### config.mk
export PLATFORM = sky130hd
export DESIGN_NAME = div_unit_flat
export DESIGN_NICKNAME = d
export VERILOG_FILES = /design/src/rtl/div_unit_if.sv /design/src/rtl/div_unit.sv /design/src/flat_wrapper.sv
export SDC_FILE = /design/constraint.sdc
export NUM_CORES = 1
export LEC_CHECK = 0
export CORE_UTILIZATION = 45
export DETAILED_ROUTE_END_ITERATION = 10
export MAX_ROUTING_LAYER = met4
export PLACE_DENSITY_LB_ADDON = 0.1
export REMOVE_ABC_BUFFERS = 1
export SKIP_CTS_REPAIR_TIMING = 1
export SKIP_LAST_GASP = 1
export SLEW_MARGIN = 10
export SYNTH_ARGS = -nofsm -noshare
export SYNTH_HDL_FRONTEND = slang
export SYNTH_SLANG_ARGS = --single-unit
### constraint.sdc
create_clock -name clk -period 5.3 [get_ports clk]
set_input_delay 1.325 -clock clk [delete_from_list [all_inputs] [get_ports clk]]
set_output_delay 1.325 -clock clk [all_outputs]
set_load 0.02 [all_outputs]
### src/rtl/div_unit_if.sv
// Request/response bundle for div_unit: operand handshake, flush and result handshake.
// WIDTH must match the WIDTH of the div_unit instance it connects to.
interface div_unit_if #(
  parameter int WIDTH = 64
);
  logic             in_valid;
  logic             in_ready;
  logic [WIDTH-1:0] a;
  logic [WIDTH-1:0] b;
  logic             is_signed;
  logic             is_word;
  logic             flush;
  logic             out_valid;
  logic             out_ready;
  logic [WIDTH-1:0] quot;
  logic [WIDTH-1:0] rem;

  modport master (
    output in_valid, a, b, is_signed, is_word, flush, out_ready,
    input  in_ready, out_valid, quot, rem
  );

  modport slave (
    input  in_valid, a, b, is_signed, is_word, flush, out_ready,
    output in_ready, out_valid, quot, rem
  );
endinterface

### src/rtl/div_unit.sv
// Multi-cycle restoring integer divider (RV64M DIV/DIVU/REM/REMU and *W forms), STEP quotient bits/cycle.
// Optional DIV_EARLY_EXIT_EN: finish in PREP when |a| < |b| at the active width.
module div_unit #(
  parameter int WIDTH = 64,
  parameter int STEP  = 1
) (
  input  logic       clk,
  input  logic       resetn,
  div_unit_if.slave  bus
);
  localparam int HALF  = WIDTH / 2;
  localparam int NFULL = WIDTH / STEP;
  localparam int NWORD = HALF / STEP;
  localparam int CW    = $clog2(NFULL + 1);

  typedef enum logic [2:0] {
    S_IDLE = 3'd0,
    S_PREP = 3'd1,
    S_ITER = 3'd2,
    S_POST = 3'd3,
    S_DONE = 3'd4
  } state_t;

  function automatic logic [WIDTH-1:0] sext_half(input logic [WIDTH-1:0] v);
    sext_half = {{HALF{v[HALF-1]}}, v[HALF-1:0]};
  endfunction

  function automatic logic [WIDTH-1:0] zext_half(input logic [WIDTH-1:0] v);
    zext_half = {{HALF{1'b0}}, v[HALF-1:0]};
  endfunction

  state_t           state_r, state_s;
  logic [WIDTH-1:0] a_r, b_r;
  logic             signed_r, word_r;
  logic [WIDTH-1:0] dvd_r, dvs_r;
  logic [WIDTH:0]   prem_r;
  logic [CW-1:0]    cnt_r;
  logic [WIDTH-1:0] quot_r, rem_r;
  logic             out_valid_r;

  logic [WIDTH-1:0] a_act_s, b_act_s, mag_a_s, mag_b_s, min_s;
  logic             sign_a_s, sign_b_s, b_zero_s, ovf_s, early_s, special_s;
  logic [WIDTH:0]   prem_nx_s, cand_s;
  logic [WIDTH-1:0] dvd_nx_s, q_neg_s, r_neg_s, q_fin_s, r_fin_s;
  logic             in_ready_s, out_valid_nx_s;

  // Operand decode at the active width: sign, magnitude and special-case detection
  always_comb begin
    if (word_r) begin
      a_act_s = signed_r ? sext_half(a_r) : zext_half(a_r);
      b_act_s = signed_r ? sext_half(b_r) : zext_half(b_r);
      min_s   = {{(HALF+1){1'b1}}, {(HALF-1){1'b0}}};
    end else begin
      a_act_s = a_r;
      b_act_s = b_r;
      min_s   = {1'b1, {(WIDTH-1){1'b0}}};
    end
    sign_a_s = signed_r & a_act_s[WIDTH-1];
    sign_b_s = signed_r & b_act_s[WIDTH-1];
    mag_a_s  = sign_a_s ? (~a_act_s + {{(WIDTH-1){1'b0}}, 1'b1}) : a_act_s;
    mag_b_s  = sign_b_s ? (~b_act_s + {{(WIDTH-1){1'b0}}, 1'b1}) : b_act_s;
    b_zero_s = (b_act_s == {WIDTH{1'b0}});
    ovf_s    = signed_r && (a_act_s == min_s) && (b_act_s == {WIDTH{1'b1}});
`ifdef DIV_EARLY_EXIT_EN
    early_s  = (mag_a_s < mag_b_s);
`else
    early_s  = 1'b0;
`endif
    special_s = b_zero_s | ovf_s | early_s;
  end

  // STEP restoring steps, MSB first; quotient bits shift in at the bottom of dvd
  always_comb begin
    prem_nx_s = prem_r;
    dvd_nx_s  = dvd_r;
    cand_s    = prem_r;
    for (int i = 0; i < STEP; i++) begin
      cand_s = {prem_nx_s[WIDTH-1:0], dvd_nx_s[WIDTH-1]};
      if (cand_s >= {1'b0, dvs_r}) begin
        prem_nx_s = cand_s - {1'b0, dvs_r};
        dvd_nx_s  = {dvd_nx_s[WIDTH-2:0], 1'b1};
      end else begin
        prem_nx_s = cand_s;
        dvd_nx_s  = {dvd_nx_s[WIDTH-2:0], 1'b0};
      end
    end
  end

  // Sign fix-up of the magnitudes; word results always sign-extend from bit HALF-1
  always_comb begin
    q_neg_s = (sign_a_s ^ sign_b_s) ? (~dvd_r + {{(WIDTH-1){1'b0}}, 1'b1}) : dvd_r;
    r_neg_s = sign_a_s ? (~prem_r[WIDTH-1:0] + {{(WIDTH-1){1'b0}}, 1'b1}) : prem_r[WIDTH-1:0];
    if (word_r) begin
      q_fin_s = sext_half(q_neg_s);
      r_fin_s = sext_half(r_neg_s);
    end else begin
      q_fin_s = q_neg_s;
      r_fin_s = r_neg_s;
    end
  end

  // State register
  always_ff @(posedge clk or negedge resetn) begin
    if (!resetn) begin
      state_r <= S_IDLE;
    end else begin
      state_r <= state_s;
    end
  end

  // Next-state logic; flush wins over every other condition
  always_comb begin
    state_s = state_r;
    if (bus.flush) begin
      state_s = S_IDLE;
    end else begin
      case (state_r)
        S_IDLE:  state_s = bus.in_valid ? S_PREP : S_IDLE;
        S_PREP:  state_s = special_s ? S_DONE : S_ITER;
        S_ITER:  state_s = (cnt_r == CW'(1)) ? S_POST : S_ITER;
        S_POST:  state_s = S_DONE;
        S_DONE:  state_s = (out_valid_r && bus.out_ready) ? S_IDLE : S_DONE;
        default: state_s = S_IDLE;
      endcase
    end
  end

  // Output decode: out_valid follows DONE by one cycle and drops on handshake or flush
  always_comb begin
    in_ready_s     = (state_r == S_IDLE) && resetn;
    out_valid_nx_s = (state_r == S_DONE) && !bus.flush && !(out_valid_r && bus.out_ready);
  end

  // Registered result-valid flag
  always_ff @(posedge clk or negedge resetn) begin
    if (!resetn) begin
      out_valid_r <= 1'b0;
    end else begin
      out_valid_r <= out_valid_nx_s;
    end
  end

  // Datapath: operand capture, iteration registers and result registers
  always_ff @(posedge clk or negedge resetn) begin
    if (!resetn) begin
      a_r      <= {WIDTH{1'b0}};
      b_r      <= {WIDTH{1'b0}};
      signed_r <= 1'b0;
      word_r   <= 1'b0;
      dvd_r    <= {WIDTH{1'b0}};
      dvs_r    <= {WIDTH{1'b0}};
      prem_r   <= {(WIDTH+1){1'b0}};
      cnt_r    <= {CW{1'b0}};
      quot_r   <= {WIDTH{1'b0}};
      rem_r    <= {WIDTH{1'b0}};
    end else begin
      case (state_r)
        S_IDLE: begin
          if (bus.in_valid && !bus.flush) begin
            a_r      <= bus.a;
            b_r      <= bus.b;
            signed_r <= bus.is_signed;
            word_r   <= bus.is_word;
          end
        end
        S_PREP: begin
          if (b_zero_s) begin
            quot_r <= {WIDTH{1'b1}};
            rem_r  <= word_r ? sext_half(a_r) : a_r;
          end else if (ovf_s) begin
            quot_r <= min_s;
            rem_r  <= {WIDTH{1'b0}};
          end else if (early_s) begin
            quot_r <= {WIDTH{1'b0}};
            rem_r  <= word_r ? sext_half(a_r) : a_r;
          end else begin
            // word operands are left-aligned so the iteration always starts at bit WIDTH-1
            dvd_r  <= word_r ? {mag_a_s[HALF-1:0], {HALF{1'b0}}} : mag_a_s;
            dvs_r  <= mag_b_s;
            prem_r <= {(WIDTH+1){1'b0}};
            cnt_r  <= word_r ? CW'(NWORD) : CW'(NFULL);
          end
        end
        S_ITER: begin
          prem_r <= prem_nx_s;
          dvd_r  <= dvd_nx_s;
          cnt_r  <= cnt_r - CW'(1);
        end
        S_POST: begin
          quot_r <= q_fin_s;
          rem_r  <= r_fin_s;
        end
        default: begin
        end
      endcase
    end
  end

  assign bus.in_ready  = in_ready_s;
  assign bus.out_valid = out_valid_r;
  assign bus.quot      = quot_r;
  assign bus.rem       = rem_r;
endmodule

### src/flat_wrapper.sv
// flat-port wrapper written by rule: the top's interface ports become plain ports
module div_unit_flat 
#(
  parameter int WIDTH = 64,
  parameter int STEP  = 1
)
  (clk, resetn, bus_in_valid, bus_a, bus_b, bus_is_signed, bus_is_word, bus_flush, bus_out_ready, bus_in_ready, bus_out_valid, bus_quot, bus_rem);
  div_unit_if #(.WIDTH(WIDTH)) bus_i ();
  input  logic clk;
  input  logic resetn;
  input wire logic [$bits(bus_i.in_valid)-1:0] bus_in_valid;
  input wire logic [$bits(bus_i.a)-1:0] bus_a;
  input wire logic [$bits(bus_i.b)-1:0] bus_b;
  input wire logic [$bits(bus_i.is_signed)-1:0] bus_is_signed;
  input wire logic [$bits(bus_i.is_word)-1:0] bus_is_word;
  input wire logic [$bits(bus_i.flush)-1:0] bus_flush;
  input wire logic [$bits(bus_i.out_ready)-1:0] bus_out_ready;
  output wire logic [$bits(bus_i.in_ready)-1:0] bus_in_ready;
  output wire logic [$bits(bus_i.out_valid)-1:0] bus_out_valid;
  output wire logic [$bits(bus_i.quot)-1:0] bus_quot;
  output wire logic [$bits(bus_i.rem)-1:0] bus_rem;
  assign bus_i.in_valid = bus_in_valid;
  assign bus_i.a = bus_a;
  assign bus_i.b = bus_b;
  assign bus_i.is_signed = bus_is_signed;
  assign bus_i.is_word = bus_is_word;
  assign bus_i.flush = bus_flush;
  assign bus_i.out_ready = bus_out_ready;
  assign bus_in_ready = bus_i.in_ready;
  assign bus_out_valid = bus_i.out_valid;
  assign bus_quot = bus_i.quot;
  assign bus_rem = bus_i.rem;
  div_unit #(.WIDTH(WIDTH), .STEP(STEP)) u_core (.clk(clk), .resetn(resetn), .bus(bus_i));
endmodule
Word-level counts from Yosys, hierarchy flattened
Cells that the tools add are included.
Word-level totals
  input bits: 135
  output and inout bits: 130
  register bits after elaboration: 461
  word-level logic and storage cells: 93
Operators by class
  reduce and logical (&&, ||, !) cells: 17
  bitwise gates (word level): 10
  magnitude comparators: 1
  equal/unequal tests: 10
  mux-type cells: 37
  add/sub/neg operators: 6
Operator list (number)
  64-bit two-way mux: 21
  64-bit case mux with 2 select lines: 4
  64-bit by 1-bit adder with 64-bit output (second input constant): 4
  64-bit NOT: 4
  65-bit by 64-bit greater-or-equal comparator with 1-bit output: 1
  64-bit == test: 1
  64-bit == test (second input constant): 1
  64-bit logical NOT: 1
  64-bit subtractor: 1
  63-bit two-way mux: 1
  7-bit two-way mux: 3
  3-bit case mux with 5 select lines: 1
  7-bit case mux with 2 select lines: 1
  3-bit two-way mux: 3
  7-bit by 1-bit == test with 1-bit output (second input constant): 1
  1-bit logical AND: 7
  7-bit by 1-bit subtractor with 7-bit output (second input constant): 1
  3-bit by 2-bit == test with 1-bit output (second input constant): 2
  3-bit AND reduction: 2
  2-bit != test (second input constant): 2
  2-bit AND reduction: 2
  2-bit nonzero test: 2
  3-bit by 1-bit == test with 1-bit output (second input constant): 1
  3-bit == test (second input constant): 1
  other kinds (8): 13

Depth between registers and ports, before layout
Gate-level depths: netlist of the first run.
  depth in word-level cells: 9
  depth in mapped cells: 18
  depth with buffers taken out: 16

Least setup slack after synthesis of the first run
Ideal clock, no wire load.
  path type: reg-to-reg
  start: reg u_core.prem_r[6]
  end: reg u_core.prem_r[59]
  path slack: 1537 ps
  data required time: 5171 ps
  stages on the path, launching flop included: 17
  data arrival time: 3634 ps
  path through: dfrtp_1 ha_1 clkbuf_1 nand2_1 nor3_1 o2111a_1 o211ai_1 a21o_1 o211ai_1 a21oi_1 o31ai_1 a31o_2 clkbuf_1 buf_2 clkbuf_1 mux2i_1 o2bb2ai_1
Between the ends
  cells in the longest elaborated chain, start to end: 3
RTL lines
  start: declaration: line div_unit.sv:36  | logic [WIDTH:0] prem_r;
  start signal: assignment: line div_unit.sv:152  | prem_r <= {(WIDTH+1){1'b0}};
  start signal: assignment: line div_unit.sv:180  | prem_r <= {(WIDTH+1){1'b0}};
  start signal: assignment: line div_unit.sv:185  | prem_r <= prem_nx_s;
  64-bit subtractor or 65-bit by 64-bit greater-or-equal comparator with 1-bit output (tied branches): line div_unit.sv:80, div_unit.sv:79
  64-bit two-way mux (*): line div_unit.sv:79  | if (cand_s >= {1'b0, dvs_r}) begin
  64-bit case mux with 2 select lines (*): line div_unit.sv:157  | case (state_r)
Every way passes the cells marked *; elsewhere a longest branch is shown, timed or not.
A chain may end at the register's enable or synchronous reset.

Final worst setup path of the first run
  start: reg u_core.a_r[2]
  end: reg u_core.quot_r[54] (netlist: u_core.bus.quot[54])
Between the ends
  cells in the longest elaborated chain, start to end: 7
RTL lines
  start: declaration: line div_unit.sv:33  | logic [WIDTH-1:0] a_r, b_r;
  start signal: assignment: line div_unit.sv:146  | a_r <= {WIDTH{1'b0}};
  start signal: assignment: line div_unit.sv:160  | a_r <= bus.a;
  64-bit two-way mux: line div_unit.sv:50  | a_act_s = signed_r ? sext_half(a_r) : zext_half(a_r);
  64-bit two-way mux (*): line div_unit.sv:49  | if (word_r) begin
  64-bit == test (*): line div_unit.sv:63  | ovf_s = signed_r && (a_act_s == min_s) && (b_act_s == {WIDTH{1'b1}});
  1-bit logical AND (*) (2 in a row): line div_unit.sv:63
  3-bit by 1-bit != test with 1-bit output (no line) (*)
  2-bit AND reduction (no line) (*)
  end signal: assignment: line div_unit.sv:154  | quot_r <= {WIDTH{1'b0}};
  end signal: assignment: line div_unit.sv:168  | quot_r <= {WIDTH{1'b1}};
  end signal: assignment: line div_unit.sv:171  | quot_r <= min_s;
  end: declaration: line div_unit.sv:38  | logic [WIDTH-1:0] quot_r, rem_r;
Marks and branches as above.

==> results.sh, run 1 <==
export IMPL_status="finished clean"
export IMPL_finalHoldViolCount=0
export IMPL_most_common_layout_cells="dfrtp_1 (460), o21ai_0 (348), nor2_1 (346), nand2_1 (327), a21oi_1 (303)"
export IMPL_dp_cells=4432
export IMPL_drc=0
export IMPL_grt_pass1_vias=26000
export IMPL_rows=93
export IMPL_areaGrowthSynthToFinish_pct=18.0
export IMPL_cts_inserted_buffers=52
export IMPL_htreeDepth=2
export IMPL_ant_nets=0
export IMPL_wl_per_cell_microns=22.2
export IMPL_grt_pass1_wl_microns=156000
export IMPL_ys_warn_count=0
export IMPL_path_delay_family="simple AND/OR/NAND/NOR gates"
export IMPL_syn_inst=3461
export IMPL_critPathSlowestCell="nor2b_1"
export IMPL_root_buffer="clkbuf_16"
export IMPL_min_path_type="reg -> reg"
export IMPL_ys_ff_latch=461
export IMPL_worst_slew_pin_slew_ns=1.18
export IMPL_finalCritPeriodShare_pct=86.7
export IMPL_max_vdd_ir_drop_mv=0.289
export IMPL_fin_setup_tns_ns=0
export IMPL_cellLeakagePower_nw=14.6
export IMPL_path_clk_slew_ns=0.06
export IMPL_cp_data_required_time_ns=5.76
export IMPL_slew_headroom_pct=20.7
export IMPL_start_util_pct=45.6
export IMPL_stdcell_count=4526
export IMPL_synth_area_sq_mm=0.0295
export IMPL_dr_pass1_iters=6
export IMPL_syn_area_per_cell_sq_um=8.53
export IMPL_clock_sinks=461
export IMPL_crit_type="reg -> reg"
export IMPL_final_common_cell="dfrtp_1"
export IMPL_period_needed_ns=4.60
export IMPL_clockBufferDepth=3
export IMPL_max_stage_delay_ns=0.73
export IMPL_viasPerCell=5.89
export IMPL_ys_seq_area_share_pct=39.1
export IMPL_yosysUniqueCellTypes=82
export IMPL_insertion_delay_ns=0.63
export IMPL_finalNetCount=3838
export IMPL_cp_cell_sequence="nor4_1 -> nand4b_1 -> or4_4 -> or4_4 -> nor4_2 -> a21oi_1 -> nor2b_1 -> nor2b_1 -> nor2_1"
export IMPL_multi_input_area_sq_mm=0.0167
export IMPL_timing_fmax_ghz=0.218
export IMPL_cts_tree="yes"
export IMPL_cp_start_kind="register"
export IMPL_fin_util_pct=53.8
export IMPL_synth_edff_count=0
export IMPL_gr_total_overflow=0
export IMPL_track_usage_pct=30.9
export IMPL_rsz0062_at_grt="no"
export IMPL_crit_buf_inv=0
export IMPL_setup_viol_count_final=0
export IMPL_core_sq_mm=0.0647
export IMPL_arrival_ns=5.05
export IMPL_grt_max_degree=110
export IMPL_async_flop_share_pct=100
export IMPL_port_buffers=264
export IMPL_die_area_sq_mm=0.0666
export IMPL_place_area_sq_mm=0.0330
export IMPL_fin_area_sq_mm=0.0348
export IMPL_gp_congestion=0.988
export IMPL_fillers=6047
export IMPL_grt_antenna_before_repair=1
export IMPL_drt_iter0_drc=2144
export IMPL_vias=26600
export IMPL_dp_hpwl_microns=76800
export IMPL_cp_end_kind="register"
export IMPL_seq_area_sq_mm=0.0115
export IMPL_crit_fanout=11
export IMPL_finClkSkew_ns=0.0318
export IMPL_wirelength_microns=100000
export IMPL_io_pins=265
export IMPL_fin_hold_ws_ns=0.477
export IMPL_max_cap_violations=0
export IMPL_die_y_microns=258
export IMPL_drive_above_1_share_pct=8.86
export IMPL_slew_viol_final=0
export IMPL_ys_flop_type="dfrtp_1"
export IMPL_die_w_microns=258
export IMPL_p_per_area_mw_per_mm2=622
[synth_stat cells (12+ instances only)]
| cell type | count | area, sq um |
|---|---|---|
| buf_2 | 28 | 140 |
| clkbuf_1 | 160 | 601 |
| or4_1 | 21 | 158 |
| a31oi_1 | 43 | 269 |
| nand3_1 | 72 | 360 |
| nand4_1 | 36 | 225 |
| xnor2_1 | 174 | 1520 |
| mux2_2 | 131 | 1480 |
| nor4_1 | 39 | 244 |
| a21o_1 | 45 | 338 |
| dfrtp_1 | 461 | 11500 |
| ha_1 | 71 | 888 |
| inv_1 | 120 | 450 |
| o41ai_1 | 23 | 201 |
| a22oi_1 | 25 | 188 |
| o21a_1 | 17 | 128 |
| o21bai_1 | 17 | 128 |
| a211oi_1 | 35 | 263 |
| o21ai_0 | 348 | 1740 |
| o31ai_1 | 42 | 315 |
| mux2i_1 | 60 | 601 |
| a221oi_1 | 18 | 158 |
| nand2_1 | 327 | 1230 |
| and2_1 | 12 | 75.1 |
| nor2_1 | 347 | 1300 |
| buf_1 | 16 | 60.1 |
| or3_1 | 18 | 113 |
| nor2b_1 | 19 | 119 |
| xor2_1 | 129 | 1130 |
| o21ai_1 | 32 | 160 |
| a21boi_0 | 17 | 128 |
| nor3_1 | 104 | 521 |
| o22ai_1 | 17 | 106 |
| a21oi_1 | 303 | 1520 |
[flip-flops by register name, indices dropped and copies added (netlist names), 3 cells and up]
signal,cells
u_core.prem_r,64
u_core.bus.rem,64
u_core.dvd_r,64
u_core.a_r,64
u_core.state_r,3
u_core.cnt_r,7
u_core.b_r,64
u_core.bus.quot,64
u_core.dvs_r,64
[area by class of cell]
cell class,instances,share of cell area [%]
Clock buffer,75,4.33
Tap cell,855,3.07
Sequential cell,461,33.1
Multi-Input combinational cell,2660,47.8
Inverter,120,1.29
Timing Repair Buffer,336,9.48
Antenna cell,3,0.0216
Clock inverter,16,0.833
[per-layer routing]
metal / part of all wire, % / routed length [microns] / GRT usage (%) / vias to the layer above
met2: 45 / 45600 / 47.7 / 935
met4: 4.5 / 4500 / 13.1 / 0
met5: 0 / 0 / - / -
met3: 5.5 / 5480 / 3.53 / 191
li1: - / - / - / 12700
met1: 45 / 44800 / 41.0 / 12900
[per-stage QoR]
step	setup slack [ns]	total power, mW
after floorplan	-3.66	13.8
after global placement	0.830	17.6
after detailed placement	0.782	17.7
after CTS	0.746	21.6
after global routing	0.482	23.1
final	0.702	21.7
[logic make-up (layout without fill, tap and decap cells)]
logic type	after synthesis	count (layout)	share of synthesized area, %
mux	191	191	7.03
xor+xnor	303	303	8.99
simple gates	1059	1059	16.4
fa+ha+maj	72	72	3.08
flops	461	461	39.1
compound gates	1035	1035	20.7
buf+inv	340	547	4.76
other cells	0	3	0
[final timing paths]
path,start,endpoint,slack (ns),cells after the start
setup / recovery,u_core.a_r[2],u_core.bus.quot[54],0.70,9
hold / removal,u_core.bus.rem[54],u_core.bus.rem[54],0.48,2
setup reg to reg,u_core.a_r[2],u_core.bus.quot[54],0.70,9
hold reg to reg,u_core.bus.rem[54],u_core.bus.rem[54],0.48,2
max in group asynchronous,resetn,u_core.word_r,2.52,3
min in group asynchronous,resetn,u_core.bus.quot[6],0.59,1
[where the power goes]
group | internal [mW] | switching (mW)
combinational | 4.70 | 6.71
clock | 2.31 | 1.52
sequential | 4.71 | 1.73
total | 11.7 | 9.96
[worst min-delay path: stages, from the launching register on]
cell and delay, ns:
dfrtp_1 0.34, nand2_1 0.04, o21ai_0 0.06
Note: power is estimated with default switching activity, not from simulation.
==> run 2, diff against run 1 <==
--- a/config.mk
+++ b/config.mk
@@ -5,6 +5,7 @@
 export SDC_FILE = /design/constraint.sdc
 export NUM_CORES = 1
 export LEC_CHECK = 0
+export CORE_ASPECT_RATIO = 0.9
 export CORE_UTILIZATION = 45
 export DETAILED_ROUTE_END_ITERATION = 10
 export MAX_ROUTING_LAYER = met4
==> results.sh, run 2 (same netlist as run 1, synthesis figures left out) <==
export IMPL_htreeDepth=2
export IMPL_rsz0062_at_grt="no"
export IMPL_clockBufferDepth=3
export IMPL_cp_start_kind="register"
export IMPL_arrival_ns=5.30
export IMPL_total_power_mw=21.9
export IMPL_drt_iter0_drc=2191
export IMPL_slew_viol_final=0
export IMPL_fin_hold_ws_ns=0.480
export IMPL_busiest_layer="met2"
export IMPL_use_met3_pct=3.63
export IMPL_p_per_area_mw_per_mm2=625
export IMPL_hold_depth=2
export IMPL_gp_congestion=0.971
export IMPL_die_area_sq_mm=0.0667
export IMPL_cp_cell_sequence="nor4_1 -> nand4b_1 -> or4_4 -> or4_4 -> nor4_2 -> or3_2 -> nor2b_2 -> nor2_4 -> buf_4 -> nand2_1 -> a31oi_1"
export IMPL_dr_pass1_iters=6
export IMPL_cp_depth=11
export IMPL_grt_max_degree=100
export IMPL_timing_fmax_ghz=0.210
export IMPL_setup_slack_ns=0.541
export IMPL_viasPerCell=5.91
export IMPL_use_met2_pct=45.9
export IMPL_min_path_type="reg -> reg"
export IMPL_gr_total_overflow=0
export IMPL_ant_nets=0
export IMPL_drc=0
export IMPL_drive_above_1_share_pct=9.22
export IMPL_io_pins=265
export IMPL_fin_setup_tns_ns=0
export IMPL_slew_headroom_pct=27.0
export IMPL_die_w_microns=272
export IMPL_vias=26800
export IMPL_dp_hpwl_microns=76400
export IMPL_root_buffer="clkbuf_16"
export IMPL_pwr_share_comb_pct=52.0
export IMPL_rows=88
export IMPL_setup_viol_count_final=0
export IMPL_wl_per_cell_microns=22.2
export IMPL_p_seq_share_pct=29.6
export IMPL_crit_top_cell="or4_4"
export IMPL_start_util_pct=45.8
export IMPL_crit_type="reg -> reg"
export IMPL_cp_end_kind="register"
export IMPL_max_cap_violations=0
export IMPL_status="finished clean"
export IMPL_finClkSkew_ns=0.0367
export IMPL_period_needed_ns=4.76
export IMPL_dp_slack_ns=0.680
export IMPL_most_common_layout_cells="dfrtp_1 (460), o21ai_0 (348), nor2_1 (346), nand2_1 (327), a21oi_1 (303)"
export IMPL_finalNetCount=3842
export IMPL_fin_area_sq_mm=0.0350
export IMPL_cellLeakagePower_nw=14.7
export IMPL_clock_sinks=461
export IMPL_max_stage_delay_ns=0.79
export IMPL_max_vdd_ir_drop_mv=0.407
export IMPL_cp_data_required_time_ns=5.84
export IMPL_grt_pass1_wl_microns=155000
export IMPL_intPower_mw=11.8
export IMPL_track_usage_pct=30.8
export IMPL_cts_tree="yes"
export IMPL_p_clk_share_pct=18.4
export IMPL_finalHoldViolCount=0
export IMPL_areaGrowthSynthToFinish_pct=18.4
export IMPL_path_clk_slew_ns=0.06
export IMPL_grt_antenna_before_repair=1
export IMPL_worst_slew_pin_slew_ns=1.10
export IMPL_reg2reg_depth=11
export IMPL_path_delay_family="simple AND/OR/NAND/NOR gates"
export IMPL_critPathSlowestCell="nor4_1"
export IMPL_swShare_pct=45.8
export IMPL_insertion_delay_ns=0.65
export IMPL_final_common_cell="dfrtp_1"
export IMPL_die_y_microns=245
export IMPL_cts_inserted_buffers=51
export IMPL_grt_util_met1_pct=42.5
export IMPL_crit_buf_inv=1
export IMPL_core_sq_mm=0.0645
export IMPL_grt_pass1_vias=25700
export IMPL_power_switching_mw=10.0
export IMPL_crit_fanout=24
export IMPL_wirelength_microns=101000
export IMPL_place_area_sq_mm=0.0330
export IMPL_port_buffers=264
export IMPL_finalCritPeriodShare_pct=89.8
run 2: per-layer routing:
metal	up-vias	share of wire, %	wire, microns
met5	-	0	0
met4	0	4.4	4460
met3	203	6.0	6030
met2	936	44	44200
met1	12900	46	46000
li1	12700	-	-
run 2: final timing paths:
path	slack [ns]	endpoint	from
worst max-delay path	0.54	u_core.prem_r[61]	u_core.a_r[2]
worst min-delay path	0.48	u_core.dvs_r[1]	u_core.dvs_r[1]
worst max register to register	0.54	u_core.prem_r[61]	u_core.a_r[2]
worst min register to register	0.48	u_core.dvs_r[1]	u_core.dvs_r[1]
max in group asynchronous	2.47	u_core.bus.rem[54]	resetn
min in group asynchronous	0.55	u_core.bus.quot[3]	resetn
run 2: layout make-up:
cell class              count  area (sq um)
fillers                  5932         29600
multi-input cells        2660         16700
flip-flops and latches    461         11500
repair buffers            341          3310
clock buffers              69          1460
well taps                 855          1070
clock inverters            25           454
inverters                 120           450
diodes                      1          2.50
run 2: per-stage QoR:
| step | util [%] | std cells |
|---|---|---|
| 6_report | 54.2 | 4532 |
| 5_1_grt | 54.2 | 4531 |
| 4_1_cts | 54.2 | 4531 |
| 3_5_place_dp | 51.2 | 4437 |
| 3_3_place_gp | 51.2 | 4437 |
| 2_1_floorplan | - | 3241 |
run 2: worst register-to-register path, cell delays in order, from the launching register on:
cell and delay [ns]:
dfrtp_1 0.45, nor4_1 0.79, nand4b_1 0.42, or4_4 0.59
or4_4 0.47, nor4_2 0.31, or3_2 0.25, nor2b_2 0.08
nor2_4 0.68, buf_4 0.39, nand2_1 0.08, a31oi_1 0.15
run 2: power by group through the flow:
stage / combinational [mW] / clock (mW) / sequential (mW)
final: 11.4 / 4.02 / 6.46
after CTS: 11.3 / 4.09 / 6.40
after global placement: 11.2 / 0 / 6.39
after detailed placement: 11.2 / 0 / 6.46
after floorplan: 7.59 / 0 / 6.18
after global routing: 12.4 / 4.23 / 6.63
==> run 3, diff against run 2 <==
--- a/config.mk
+++ b/config.mk
@@ -8,7 +8,6 @@
 export CORE_ASPECT_RATIO = 0.9
 export CORE_UTILIZATION = 45
 export DETAILED_ROUTE_END_ITERATION = 10
-export MAX_ROUTING_LAYER = met4
 export PLACE_DENSITY_LB_ADDON = 0.1
 export REMOVE_ABC_BUFFERS = 1
 export SKIP_CTS_REPAIR_TIMING = 1
==> results.sh, run 3 (same netlist as run 1, synthesis figures left out) <==
export IMPL_max_vdd_ir_drop_mv=0.306
export IMPL_root_buffer="clkbuf_16"
export IMPL_final_common_cell="dfrtp_1"
export IMPL_finalNetCount=3849
export IMPL_crit_fanout=24
export IMPL_areaGrowthSynthToFinish_pct=18.1
export IMPL_clock_sinks=461
export IMPL_cp_data_required_time_ns=5.82
export IMPL_status="finished clean"
export IMPL_dp_slack_ns=0.812
export IMPL_grt_max_degree=128
export IMPL_p_per_area_mw_per_mm2=620
export IMPL_viasPerCell=5.87
export IMPL_gp_congestion=0.971
export IMPL_fin_util_pct=54.0
export IMPL_vias=26600
export IMPL_cp_end_kind="register"
export IMPL_most_common_layout_cells="dfrtp_1 (460), o21ai_0 (348), nor2_1 (346), nand2_1 (327), a21oi_1 (303)"
export IMPL_drive_above_1_share_pct=9.35
export IMPL_setup_viol_count_final=0
export IMPL_cts_inserted_buffers=50
export IMPL_fillers=5988
export IMPL_insertion_delay_ns=0.62
export IMPL_max_cap_violations=0
export IMPL_wl_per_cell_microns=22.1
export IMPL_io_pins=265
export IMPL_grt_pass1_wl_microns=156000
export IMPL_cts_tree="yes"
export IMPL_port_buffers=264
export IMPL_setup_slack_ns=0.747
export IMPL_die_w_microns=272
export IMPL_path_clk_slew_ns=0.06
export IMPL_max_stage_delay_ns=0.70
export IMPL_gr_total_overflow=0
export IMPL_total_power_mw=21.6
export IMPL_worst_slew_pin_slew_ns=0.963
export IMPL_fin_hold_ws_ns=0.477
export IMPL_ant_nets=0
export IMPL_slew_viol_final=0
export IMPL_slew_headroom_pct=35.3
export IMPL_core_sq_mm=0.0645
export IMPL_wirelength_microns=100000
export IMPL_clockBufferDepth=3
export IMPL_cellLeakagePower_nw=14.6
export IMPL_min_path_type="reg -> reg"
export IMPL_grt_pass1_vias=25800
export IMPL_finClkSkew_ns=0.0265
export IMPL_dp_hpwl_microns=76300
export IMPL_cp_cell_sequence="nor4_1 -> nand4b_1 -> or4_4 -> or4_4 -> nor4_2 -> or3_2 -> nor2b_2 -> nor2_4 -> buf_4 -> nand2_1 -> a31oi_1"
export IMPL_rows=88
export IMPL_finalHoldViolCount=0
export IMPL_finalCritPeriodShare_pct=85.9
export IMPL_critPathSlowestCell="nor4_1"
export IMPL_drt_iter0_drc=2151
export IMPL_die_y_microns=245
export IMPL_crit_top_cell="or4_4"
export IMPL_rsz0062_at_grt="no"
export IMPL_period_needed_ns=4.55
export IMPL_dr_pass1_iters=6
export IMPL_die_area_sq_mm=0.0667
export IMPL_drc=0
export IMPL_start_util_pct=45.8
export IMPL_grt_antenna_before_repair=1
export IMPL_track_usage_pct=30.0
export IMPL_antenna_cells=0
export IMPL_cp_start_kind="register"
export IMPL_timing_fmax_ghz=0.220
export IMPL_htreeDepth=2
export IMPL_crit_type="reg -> reg"
export IMPL_arrival_ns=5.08
## run 3: cell count changes in the layout (fill, tap and decap cells not counted), moves of 2 or more
cell        delta
clkinv_2       +4
clkinv_16      -2
clkinvlp_4     -3
bufinv_16      -4
clkinv_8       +2
buf_4          +8
## run 3: area by class of cell
type,count,area [sq um],area share [%]
multi-input cells,2660,16700,47.8
flip-flops and latches,461,11500,33.1
clock buffers,70,1480,4.24
repair buffers,349,3370,9.68
well taps,855,1070,3.07
inverters,120,450,1.29
clock inverters,21,284,0.815
## run 3: worst paths after layout
path | slack, ns | depth (start not counted) | endpoint | startpoint
max in group asynchronous | 2.65 | 3 | u_core.dvd_r[63] | resetn
min in group asynchronous | 0.60 | 1 | u_core.bus.quot[8] | resetn
hold / removal | 0.48 | 2 | u_core.dvs_r[39] | u_core.dvs_r[39]
setup reg to reg | 0.75 | 11 | u_core.prem_r[61] | u_core.a_r[2]
setup / recovery | 0.75 | 11 | u_core.prem_r[61] | u_core.a_r[2]
hold reg to reg | 0.48 | 2 | u_core.dvs_r[39] | u_core.dvs_r[39]
## run 3: metrics by stage
stage | cell area, sq um | setup TNS (ns) | instances
final | 34900 | 0 | 4536
after global routing | 34900 | 0 | 4536
after CTS | 34900 | 0 | 4536
after detailed placement | 33100 | 0 | 4445
after global placement | 33100 | 0 | 4445
after floorplan | 28600 | -958.11 | 3241
## run 3: power breakdown
group / leakage (nW) / internal, mW / switching, mW
combinational: 8.01 / 4.72 / 6.66
clock: 0.875 / 2.23 / 1.52
sequential: 5.75 / 4.71 / 1.77
## run 3: worst max-delay path: cells and delay by family (launching register included)
kind / cells / cell delay [ns]
AO/OA/AOI/OAI: 1 / 0.16
flip-flops: 1 / 0.46
AND/OR/NAND/NOR: 9 / 3.45
buffers and inverters: 1 / 0.38
## run 3: metal layers
| layer | GRT usage (%) | share of wire, % |
|---|---|---|
| met1 | 43.0 | 46 |
| met2 | 46.2 | 44 |
| met3 | 3.40 | 5.7 |
| met4 | 11.9 | 4.1 |
| met5 | 0 | 0 |
